File: config.mk
export PLATFORM = sky130hd
export DESIGN_NAME = hazard_unit_flat
export DESIGN_NICKNAME = d
export VERILOG_FILES = /design/src/rtl/hazard_unit_if.sv /design/src/rtl/hazard_unit.sv /design/src/flat_wrapper.sv
export SDC_FILE = /design/constraint.sdc
export NUM_CORES = 1
export LEC_CHECK = 0
export ABC_CLOCK_PERIOD_IN_PS = 5000
export BUFFER_PORTS_ARGS = -buffer_cell sky130_fd_sc_hd__buf_4
export CORE_UTILIZATION = 45
export DETAILED_ROUTE_END_ITERATION = 10
export PLACE_DENSITY = 0.83
export SLEW_MARGIN = 10
export SYNTH_ARGS = -nofsm -noshare
export SYNTH_HDL_FRONTEND = slang
export SYNTH_SLANG_ARGS = --single-unit
File: constraint.sdc
create_clock -name clk -period 5 [get_ports clk]
set_clock_uncertainty 0.15 [all_clocks]
set_input_delay 0.25 -clock clk [delete_from_list [all_inputs] [get_ports clk]]
set_output_delay 0.25 -clock clk [all_outputs]
set_load 0.005 [all_outputs]
File: src/rtl/hazard_unit_if.sv
// hazard_unit_if: groups the hazard controller's pipeline-facing signals.
//   Pipeline -> hazard unit: debug_en/debug_step, ID operand info
//     (id_rs_addr, id_rt_addr, id_rs_used, id_rt_used, id_is_branch,
//     id_mc_start), branch_taken, and per-producer-stage info
//     (stg_wen, stg_waddr, stg_is_load; stage k at bit/field k).
//   Hazard unit -> pipeline: fwd_a/fwd_b operand selects, stage enables
//     (*_en), stage bubble resets (*_rst), data_stall, mc_busy, stall_cnt.
//   master = pipeline side, slave = hazard unit side.
interface hazard_unit_if #(
   parameter int ADDR_W     = 5,
   parameter int FWD_STAGES = 3,
   parameter int FS_W       = 2,
   parameter int CNT_W      = 16
);
   logic                           debug_en;
   logic                           debug_step;
   logic [ADDR_W-1:0]              id_rs_addr;
   logic [ADDR_W-1:0]              id_rt_addr;
   logic                           id_rs_used;
   logic                           id_rt_used;
   logic                           id_is_branch;
   logic                           id_mc_start;
   logic                           branch_taken;
   logic [FWD_STAGES-1:0]          stg_wen;
   logic [FWD_STAGES*ADDR_W-1:0]   stg_waddr;
   logic [FWD_STAGES-1:0]          stg_is_load;
   logic [FS_W-1:0]                fwd_a;
   logic [FS_W-1:0]                fwd_b;
   logic                           if_en, id_en, exe_en, mem_en, wb_en;
   logic                           if_rst, id_rst, exe_rst, mem_rst, wb_rst;
   logic                           data_stall;
   logic                           mc_busy;
   logic [CNT_W-1:0]               stall_cnt;

   modport master (
      output debug_en, debug_step, id_rs_addr, id_rt_addr, id_rs_used, id_rt_used,
             id_is_branch, id_mc_start, branch_taken, stg_wen, stg_waddr, stg_is_load,
      input  fwd_a, fwd_b, if_en, id_en, exe_en, mem_en, wb_en,
             if_rst, id_rst, exe_rst, mem_rst, wb_rst, data_stall, mc_busy, stall_cnt
   );

   modport slave (
      input  debug_en, debug_step, id_rs_addr, id_rt_addr, id_rs_used, id_rt_used,
             id_is_branch, id_mc_start, branch_taken, stg_wen, stg_waddr, stg_is_load,
      output fwd_a, fwd_b, if_en, id_en, exe_en, mem_en, wb_en,
             if_rst, id_rst, exe_rst, mem_rst, wb_rst, data_stall, mc_busy, stall_cnt
   );
endinterface

File: src/rtl/hazard_unit.sv
// hazard_unit: forwarding and hazard controller for the 5-stage MIPS pipeline.
//   clk, rst : clock and synchronous active-high reset.
//   bus      : hazard_unit_if slave port. Takes ID operand info and producer
//              stage info (0=EXE, 1=MEM, 2=WB), returns forwarding selects,
//              stage enables/bubble resets, data_stall, mc_busy and a
//              saturating stalled-cycle counter.
module hazard_unit #(
   parameter int ADDR_W     = 5,
   parameter int FWD_STAGES = 3,
   parameter int FS_W       = 2,
   parameter int MC_LAT     = 4,
   parameter int CNT_W      = 16
) (
   input logic          clk,
   input logic          rst,
   hazard_unit_if.slave bus
);
   // MC_LAT-1 always fits in clog2(MC_LAT) bits for MC_LAT >= 2.
   localparam int MC_W = $clog2(MC_LAT);
   // Index of the MEM stage load flag, clamped so a 1-stage build still elaborates.
   localparam int LD1  = (FWD_STAGES > 1) ? 1 : 0;

   // Youngest matching producer wins: scan from oldest to youngest so the
   // lowest index overwrites.
   function automatic logic [FS_W-1:0] fwd_sel(
      input logic [ADDR_W-1:0]            addr,
      input logic                         used,
      input logic [FWD_STAGES-1:0]        wen,
      input logic [FWD_STAGES*ADDR_W-1:0] waddr
   );
      logic [FS_W-1:0] sel;
      sel = '0;
      for (int k = FWD_STAGES - 1; k >= 0; k--) begin
         if (used && (addr != '0) && wen[k] && (waddr[k*ADDR_W +: ADDR_W] == addr)) begin
            sel = FS_W'(k + 1);
         end else begin
            sel = sel;
         end
      end
      return sel;
   endfunction

   // A load still in EXE can never be forwarded in time; a branch compares in
   // ID so it also cannot use an EXE result or a MEM-stage load.
   function automatic logic opnd_stall(
      input logic [FS_W-1:0]       sel,
      input logic                  is_branch,
      input logic [FWD_STAGES-1:0] is_load
   );
      logic s;
      if (sel == FS_W'(1)) begin
         s = is_load[0] | is_branch;
      end else if (sel == FS_W'(2)) begin
         s = is_branch & (FWD_STAGES > 1) & is_load[LD1];
      end else begin
         s = 1'b0;
      end
      return s;
   endfunction

   logic [FS_W-1:0]  fwd_a_s, fwd_b_s;
   logic             data_stall_s;
   logic             step_prev_r, step_edge_s, dbg_susp_s;
   logic [MC_W-1:0]  mc_cnt_r;
   logic             mc_busy_s, mc_load_s;
   logic [CNT_W-1:0] stall_cnt_r;
   logic             stall_inc_s;
   logic             if_en_s, id_en_s, exe_en_s, mem_en_s, wb_en_s;
   logic             if_rst_s, id_rst_s, exe_rst_s, mem_rst_s, wb_rst_s;

   // Forwarding selects and load-use / branch operand stall detection.
   always_comb begin
      fwd_a_s      = '0;
      fwd_b_s      = '0;
      data_stall_s = 1'b0;
      if (rst) begin
         fwd_a_s      = '0;
         fwd_b_s      = '0;
         data_stall_s = 1'b0;
      end else begin
         fwd_a_s      = fwd_sel(bus.id_rs_addr, bus.id_rs_used, bus.stg_wen, bus.stg_waddr);
         fwd_b_s      = fwd_sel(bus.id_rt_addr, bus.id_rt_used, bus.stg_wen, bus.stg_waddr);
         data_stall_s = opnd_stall(fwd_a_s, bus.id_is_branch, bus.stg_is_load) |
                        opnd_stall(fwd_b_s, bus.id_is_branch, bus.stg_is_load);
      end
   end

   assign step_edge_s = bus.debug_step & ~step_prev_r;
   assign dbg_susp_s  = ~rst & bus.debug_en & ~step_edge_s;
   assign mc_busy_s   = (mc_cnt_r != '0);
   assign mc_load_s   = bus.id_mc_start & id_en_s & ~data_stall_s & ~mc_busy_s;
   assign stall_inc_s = ~rst & ~dbg_susp_s & (mc_busy_s | data_stall_s);

   // Stage enable/bubble control in priority order: reset, debug hold,
   // multi-cycle occupancy, data stall, branch flush. A stall suppresses the
   // flush so the branch re-evaluates once its operands are ready.
   always_comb begin
      if_en_s   = 1'b1;
      id_en_s   = 1'b1;
      exe_en_s  = 1'b1;
      mem_en_s  = 1'b1;
      wb_en_s   = 1'b1;
      if_rst_s  = 1'b0;
      id_rst_s  = 1'b0;
      exe_rst_s = 1'b0;
      mem_rst_s = 1'b0;
      wb_rst_s  = 1'b0;
      if (rst) begin
         if_rst_s  = 1'b1;
         id_rst_s  = 1'b1;
         exe_rst_s = 1'b1;
         mem_rst_s = 1'b1;
         wb_rst_s  = 1'b1;
      end else if (dbg_susp_s) begin
         if_en_s  = 1'b0;
         id_en_s  = 1'b0;
         exe_en_s = 1'b0;
         mem_en_s = 1'b0;
         wb_en_s  = 1'b0;
      end else if (mc_busy_s) begin
         if_en_s   = 1'b0;
         id_en_s   = 1'b0;
         exe_en_s  = 1'b0;
         mem_rst_s = 1'b1;
      end else if (data_stall_s) begin
         if_en_s   = 1'b0;
         id_en_s   = 1'b0;
         exe_rst_s = 1'b1;
      end else if (bus.branch_taken) begin
         id_rst_s = 1'b1;
      end else begin
         id_rst_s = 1'b0;
      end
   end

   // Debug step edge detector history.
   always_ff @(posedge clk) begin
      if (rst) begin
         step_prev_r <= 1'b0;
      end else begin
         step_prev_r <= bus.debug_step;
      end
   end

   // Multi-cycle EXE occupancy counter; frozen while debug holds the pipe.
   always_ff @(posedge clk) begin
      if (rst) begin
         mc_cnt_r <= '0;
      end else if (dbg_susp_s) begin
         mc_cnt_r <= mc_cnt_r;
      end else if (mc_busy_s) begin
         mc_cnt_r <= mc_cnt_r - MC_W'(1);
      end else if (mc_load_s) begin
         mc_cnt_r <= MC_W'(MC_LAT - 1);
      end else begin
         mc_cnt_r <= mc_cnt_r;
      end
   end

   // Saturating count of cycles lost to multi-cycle occupancy or data stalls.
   always_ff @(posedge clk) begin
      if (rst) begin
         stall_cnt_r <= '0;
      end else if (stall_inc_s && (stall_cnt_r != {CNT_W{1'b1}})) begin
         stall_cnt_r <= stall_cnt_r + CNT_W'(1);
      end else begin
         stall_cnt_r <= stall_cnt_r;
      end
   end

   assign bus.fwd_a      = fwd_a_s;
   assign bus.fwd_b      = fwd_b_s;
   assign bus.data_stall = data_stall_s;
   assign bus.mc_busy    = mc_busy_s;
   assign bus.stall_cnt  = stall_cnt_r;
   assign bus.if_en      = if_en_s;
   assign bus.id_en      = id_en_s;
   assign bus.exe_en     = exe_en_s;
   assign bus.mem_en     = mem_en_s;
   assign bus.wb_en      = wb_en_s;
   assign bus.if_rst     = if_rst_s;
   assign bus.id_rst     = id_rst_s;
   assign bus.exe_rst    = exe_rst_s;
   assign bus.mem_rst    = mem_rst_s;
   assign bus.wb_rst     = wb_rst_s;
endmodule

File: src/flat_wrapper.sv
// flat-port wrapper written by rule: the top's interface ports become plain ports
module hazard_unit_flat 
#(
   parameter int ADDR_W     = 5,
   parameter int FWD_STAGES = 3,
   parameter int FS_W       = 2,
   parameter int MC_LAT     = 4,
   parameter int CNT_W      = 16
)
  (clk, rst, bus_debug_en, bus_debug_step, bus_id_rs_addr, bus_id_rt_addr, bus_id_rs_used, bus_id_rt_used, bus_id_is_branch, bus_id_mc_start, bus_branch_taken, bus_stg_wen, bus_stg_waddr, bus_stg_is_load, bus_fwd_a, bus_fwd_b, bus_if_en, bus_id_en, bus_exe_en, bus_mem_en, bus_wb_en, bus_if_rst, bus_id_rst, bus_exe_rst, bus_mem_rst, bus_wb_rst, bus_data_stall, bus_mc_busy, bus_stall_cnt);
  hazard_unit_if #(.ADDR_W(ADDR_W), .FWD_STAGES(FWD_STAGES), .FS_W(FS_W), .CNT_W(CNT_W)) bus_i ();
  input logic clk;
  input logic rst;
  input wire logic [$bits(bus_i.debug_en)-1:0] bus_debug_en;
  input wire logic [$bits(bus_i.debug_step)-1:0] bus_debug_step;
  input wire logic [$bits(bus_i.id_rs_addr)-1:0] bus_id_rs_addr;
  input wire logic [$bits(bus_i.id_rt_addr)-1:0] bus_id_rt_addr;
  input wire logic [$bits(bus_i.id_rs_used)-1:0] bus_id_rs_used;
  input wire logic [$bits(bus_i.id_rt_used)-1:0] bus_id_rt_used;
  input wire logic [$bits(bus_i.id_is_branch)-1:0] bus_id_is_branch;
  input wire logic [$bits(bus_i.id_mc_start)-1:0] bus_id_mc_start;
  input wire logic [$bits(bus_i.branch_taken)-1:0] bus_branch_taken;
  input wire logic [$bits(bus_i.stg_wen)-1:0] bus_stg_wen;
  input wire logic [$bits(bus_i.stg_waddr)-1:0] bus_stg_waddr;
  input wire logic [$bits(bus_i.stg_is_load)-1:0] bus_stg_is_load;
  output wire logic [$bits(bus_i.fwd_a)-1:0] bus_fwd_a;
  output wire logic [$bits(bus_i.fwd_b)-1:0] bus_fwd_b;
  output wire logic [$bits(bus_i.if_en)-1:0] bus_if_en;
  output wire logic [$bits(bus_i.id_en)-1:0] bus_id_en;
  output wire logic [$bits(bus_i.exe_en)-1:0] bus_exe_en;
  output wire logic [$bits(bus_i.mem_en)-1:0] bus_mem_en;
  output wire logic [$bits(bus_i.wb_en)-1:0] bus_wb_en;
  output wire logic [$bits(bus_i.if_rst)-1:0] bus_if_rst;
  output wire logic [$bits(bus_i.id_rst)-1:0] bus_id_rst;
  output wire logic [$bits(bus_i.exe_rst)-1:0] bus_exe_rst;
  output wire logic [$bits(bus_i.mem_rst)-1:0] bus_mem_rst;
  output wire logic [$bits(bus_i.wb_rst)-1:0] bus_wb_rst;
  output wire logic [$bits(bus_i.data_stall)-1:0] bus_data_stall;
  output wire logic [$bits(bus_i.mc_busy)-1:0] bus_mc_busy;
  output wire logic [$bits(bus_i.stall_cnt)-1:0] bus_stall_cnt;
  assign bus_i.debug_en = bus_debug_en;
  assign bus_i.debug_step = bus_debug_step;
  assign bus_i.id_rs_addr = bus_id_rs_addr;
  assign bus_i.id_rt_addr = bus_id_rt_addr;
  assign bus_i.id_rs_used = bus_id_rs_used;
  assign bus_i.id_rt_used = bus_id_rt_used;
  assign bus_i.id_is_branch = bus_id_is_branch;
  assign bus_i.id_mc_start = bus_id_mc_start;
  assign bus_i.branch_taken = bus_branch_taken;
  assign bus_i.stg_wen = bus_stg_wen;
  assign bus_i.stg_waddr = bus_stg_waddr;
  assign bus_i.stg_is_load = bus_stg_is_load;
  assign bus_fwd_a = bus_i.fwd_a;
  assign bus_fwd_b = bus_i.fwd_b;
  assign bus_if_en = bus_i.if_en;
  assign bus_id_en = bus_i.id_en;
  assign bus_exe_en = bus_i.exe_en;
  assign bus_mem_en = bus_i.mem_en;
  assign bus_wb_en = bus_i.wb_en;
  assign bus_if_rst = bus_i.if_rst;
  assign bus_id_rst = bus_i.id_rst;
  assign bus_exe_rst = bus_i.exe_rst;
  assign bus_mem_rst = bus_i.mem_rst;
  assign bus_wb_rst = bus_i.wb_rst;
  assign bus_data_stall = bus_i.data_stall;
  assign bus_mc_busy = bus_i.mc_busy;
  assign bus_stall_cnt = bus_i.stall_cnt;
  hazard_unit #(.ADDR_W(ADDR_W), .FWD_STAGES(FWD_STAGES), .FS_W(FS_W), .MC_LAT(MC_LAT), .CNT_W(CNT_W)) u_core (.clk(clk), .rst(rst), .bus(bus_i));
endmodule
==> flow_summary.toml <==
[outcome]
outcome = "finished clean"

[synthesis]
synth_mux_area_share_pct = 1.410
yosysSeqAreaShare_pct = 25.21
synth_adder_area_share_pct = 1.658
synth_xor_area_share_pct = 17.41
synth_top_family_by_area = "simple AND/OR/NAND/NOR gates"
synth.net_count = 233
syn_area_per_cell_um2 = 7.900
async_reset_ff_share_pct = 0
synth_ff_type = "dfxtp_1"
synthDistinctLibCells = 40
synth_compound_area_share_pct = 20.15
postSynthCellCount = 191
synth_edf_count = 0
yosys_warnings = 0
synth-seq-cells = 19
synthSimpleGateAreaFrac_pct = 26.87
syn_area_um2 = 1509

[clock_tree]
tritoncts = "done"
cts_resized = 0
hold_buffers = 0
h-tree-depth = 1
clkSinkCount = 19
cts_buffer_depth = 2
clk_latency_ns = 0.30
numCtsBuffers = 3
root_buffer = "clkbuf_4"
path_clk_slew_ns = 0.11
post_cts_buffers = 0

[detailed_routing]
wl_mm = 3.844
drtIter0Drc = 85
drc = 0
via_per_inst = 5.566
dr.pass1.iters = 4
vias = 1653
wl_per_cell_um = 12.94
antenna_left = 0

[timing]
fmax_mhz = 358.8
tns_ns = 0
slew_headroom_pct = 25.03
slew_viol_final = 0
min_period_ns = 2.787
hold_violations = 0
setup_viol = 0
rsz0062_at_grt = "false"
whs_ns = 0.01235
worst_slew_pin_slew_ns = 1.122
fin_crit_sh_pct = 55.74

[pwr]
p_comb_share_pct = 37.2
switching_share_pct = 33.30
p_total_mw = 0.3806
p_per_area_nw_per_um2 = 186.8
clockPowerShare_pct = 20.6
internal_power_mw = 0.2539
irDropWorstVdd_mv = 0.1347
p_leak_nw = 0.8287
seqPwrFrac_pct = 42.2
switchingPower_mw = 0.1267

[worst_setup_path]
rr_endpoint = "u_core.bus.stall_cnt[3]$_SDFFE_PP0P_"
cp.arrival_ns = 2.84
endpoint_kind = "register"
r2r_start = "u_core.bus.stall_cnt[4]$_SDFFE_PP0P_"
crit_fanout = 19
r2r_slack_ns = 2.21
critical_path_class = "reg2reg"
ff2ff_path_depth = 7
cp.required_ns = 5.05
startpoint_type = "register"

[finish]
stdcell_count = 297
area_growth_pct = 34.99
nets = 296
layout_commonest_cell = "buf_4"
drive_gt1_share_pct = 31.23
fin_util_pct = 65.12
num_antenna_cells = 0
final_cell_mix = "buf_4, dfxtp_1, xor2_1, nand2_1, xnor2_1"

[global_routing]
grt_start_max_net_pins = 32
grt_usage_pct = 24.05
antenna_found_initial = 0
grt_pass1_wl_mm = 6.727
grt_overflow_total = 0
grt_pass1_vias = 1565

[placed_design]
hpwlAfterDp_mm = 3.146
place_congestion = 0.8806
dp_cells = 293
io_buffers = 70

[worst_hold_path]
hp-start = "bus_debug_step"
hold_end = "u_core.step_prev_r$_SDFF_PP0_"
hold_depth = 3
min_path_type = "in2reg"

[die]
dieArea_um2 = 3589
io-pin-count = 72
die_x_um = 59.91
rows = 20
core-area_um2 = 3128
die_h_um = 59.91
start_util_pct = 48.24

[job]
maxCapViolations = 0
[layout make-up]
cell class / count / area (µm²)
Clock inverter: 1 / 5.005
Tap cell: 44 / 55.05
Sequential cell: 19 / 380.4
Fill cell: 285 / 1091
Timing Repair Buffer: 70 / 525.5
Multi-Input combinational cell: 152 / 1018
Inverter: 8 / 30.03
Clock buffer: 3 / 22.52
[Yosys cell counts (all sizes together) (2+ instances only)]
master / count / share of area, %
a21o: 2 / 0.99
a21oi: 13 / 4.3
a31oi: 3 / 1.2
and3: 4 / 2.0
and4: 3 / 1.7
buf: 9 / 4.6
clkbuf: 3 / 0.75
dfxtp: 19 / 25
ha: 2 / 1.7
inv: 8 / 2.0
nand2: 16 / 4.0
nand3: 7 / 2.3
nand4: 7 / 2.9
nor2: 8 / 2.0
nor3: 5 / 1.7
nor4: 4 / 2.1
o21a: 2 / 0.99
o21ai: 10 / 3.3
o311ai: 3 / 1.7
o31ai: 8 / 4.0
o41ai: 3 / 1.7
or3: 3 / 1.2
or4: 10 / 5.0
xnor2: 14 / 8.1
xor2: 16 / 9.3
[layer usage]
| metal | vias up | wire length [µm] | GRT usage [%] |
|---|---|---|---|
| li1 | 834 | - | - |
| met1 | 762 | 1797 | 33.12 |
| met2 | 55 | 1816 | 40.00 |
| met3 | 2 | 203 | 3.463 |
| met4 | 0 | 26 | 4.319 |
| met5 | - | 0 | 0 |
[worst max-delay path by stage]
stage,start,endpoint,cells after the start
6_report,u_core.bus.stall_cnt[4]$_SDFFE_PP0P_,u_core.bus.stall_cnt[3]$_SDFFE_PP0P_,7
5_1_grt,u_core.bus.stall_cnt[4]$_SDFFE_PP0P_,u_core.bus.stall_cnt[3]$_SDFFE_PP0P_,7
4_1_cts,u_core.bus.stall_cnt[4]$_SDFFE_PP0P_,u_core.bus.stall_cnt[3]$_SDFFE_PP0P_,7
3_5_place_dp,u_core.bus.stall_cnt[4]$_SDFFE_PP0P_,u_core.bus.stall_cnt[3]$_SDFFE_PP0P_,7
3_3_place_gp,u_core.bus.stall_cnt[4]$_SDFFE_PP0P_,u_core.bus.stall_cnt[3]$_SDFFE_PP0P_,7
2_1_floorplan,bus_id_rs_addr[1],u_core.mc_cnt_r[1]$_SDFFE_PP0P_,7
[worst max-delay path, cell delays in order (launching register included)]
cell      delay (ns)
dfxtp_1         0.46
nand4_1         0.18
nor3_1          0.39
and3_1          0.24
nand2_1         0.06
o21bai_1        0.87
o311ai_0        0.25
o41ai_1         0.10
[state kept, by name (all words and copies together) (netlist names)]
register	cells
u_core.bus.stall_cnt	16
u_core.mc_cnt_r	2
u_core.step_prev_r	1
[power by group through the flow]
stage               combinational [mW]  sequential, mW  clock (mW)
finish                           0.142           0.161      0.0784
floorplan                       0.0933           0.164           0
CTS                              0.142           0.161      0.0797
global placement                 0.138           0.164           0
detailed placement               0.141           0.164           0
global route                     0.158           0.161      0.0876
[cell families (layout without fill, tap and decap cells)]
| logic type | after synthesis | after routing |
|---|---|---|
| buffers and inverters | 20 | 82 |
| AO/OA/AOI/OAI | 47 | 47 |
| XOR/XNOR | 30 | 30 |
| AND/OR/NAND/NOR | 71 | 71 |
| adder cells (fa/ha/maj) | 2 | 2 |
| flip-flops | 19 | 19 |
| multiplexers | 2 | 2 |
[per-stage QoR]
stage | instance area [µm²] | setup WS [ns]
CTS | 2037 | 2.222
global placement | 2009 | 2.305
finish | 2037 | 2.213
detailed placement | 2009 | 2.263
floorplan | 1509 | 2.793
global route | 2037 | 1.852
Power figures use the tool's default switching activity.
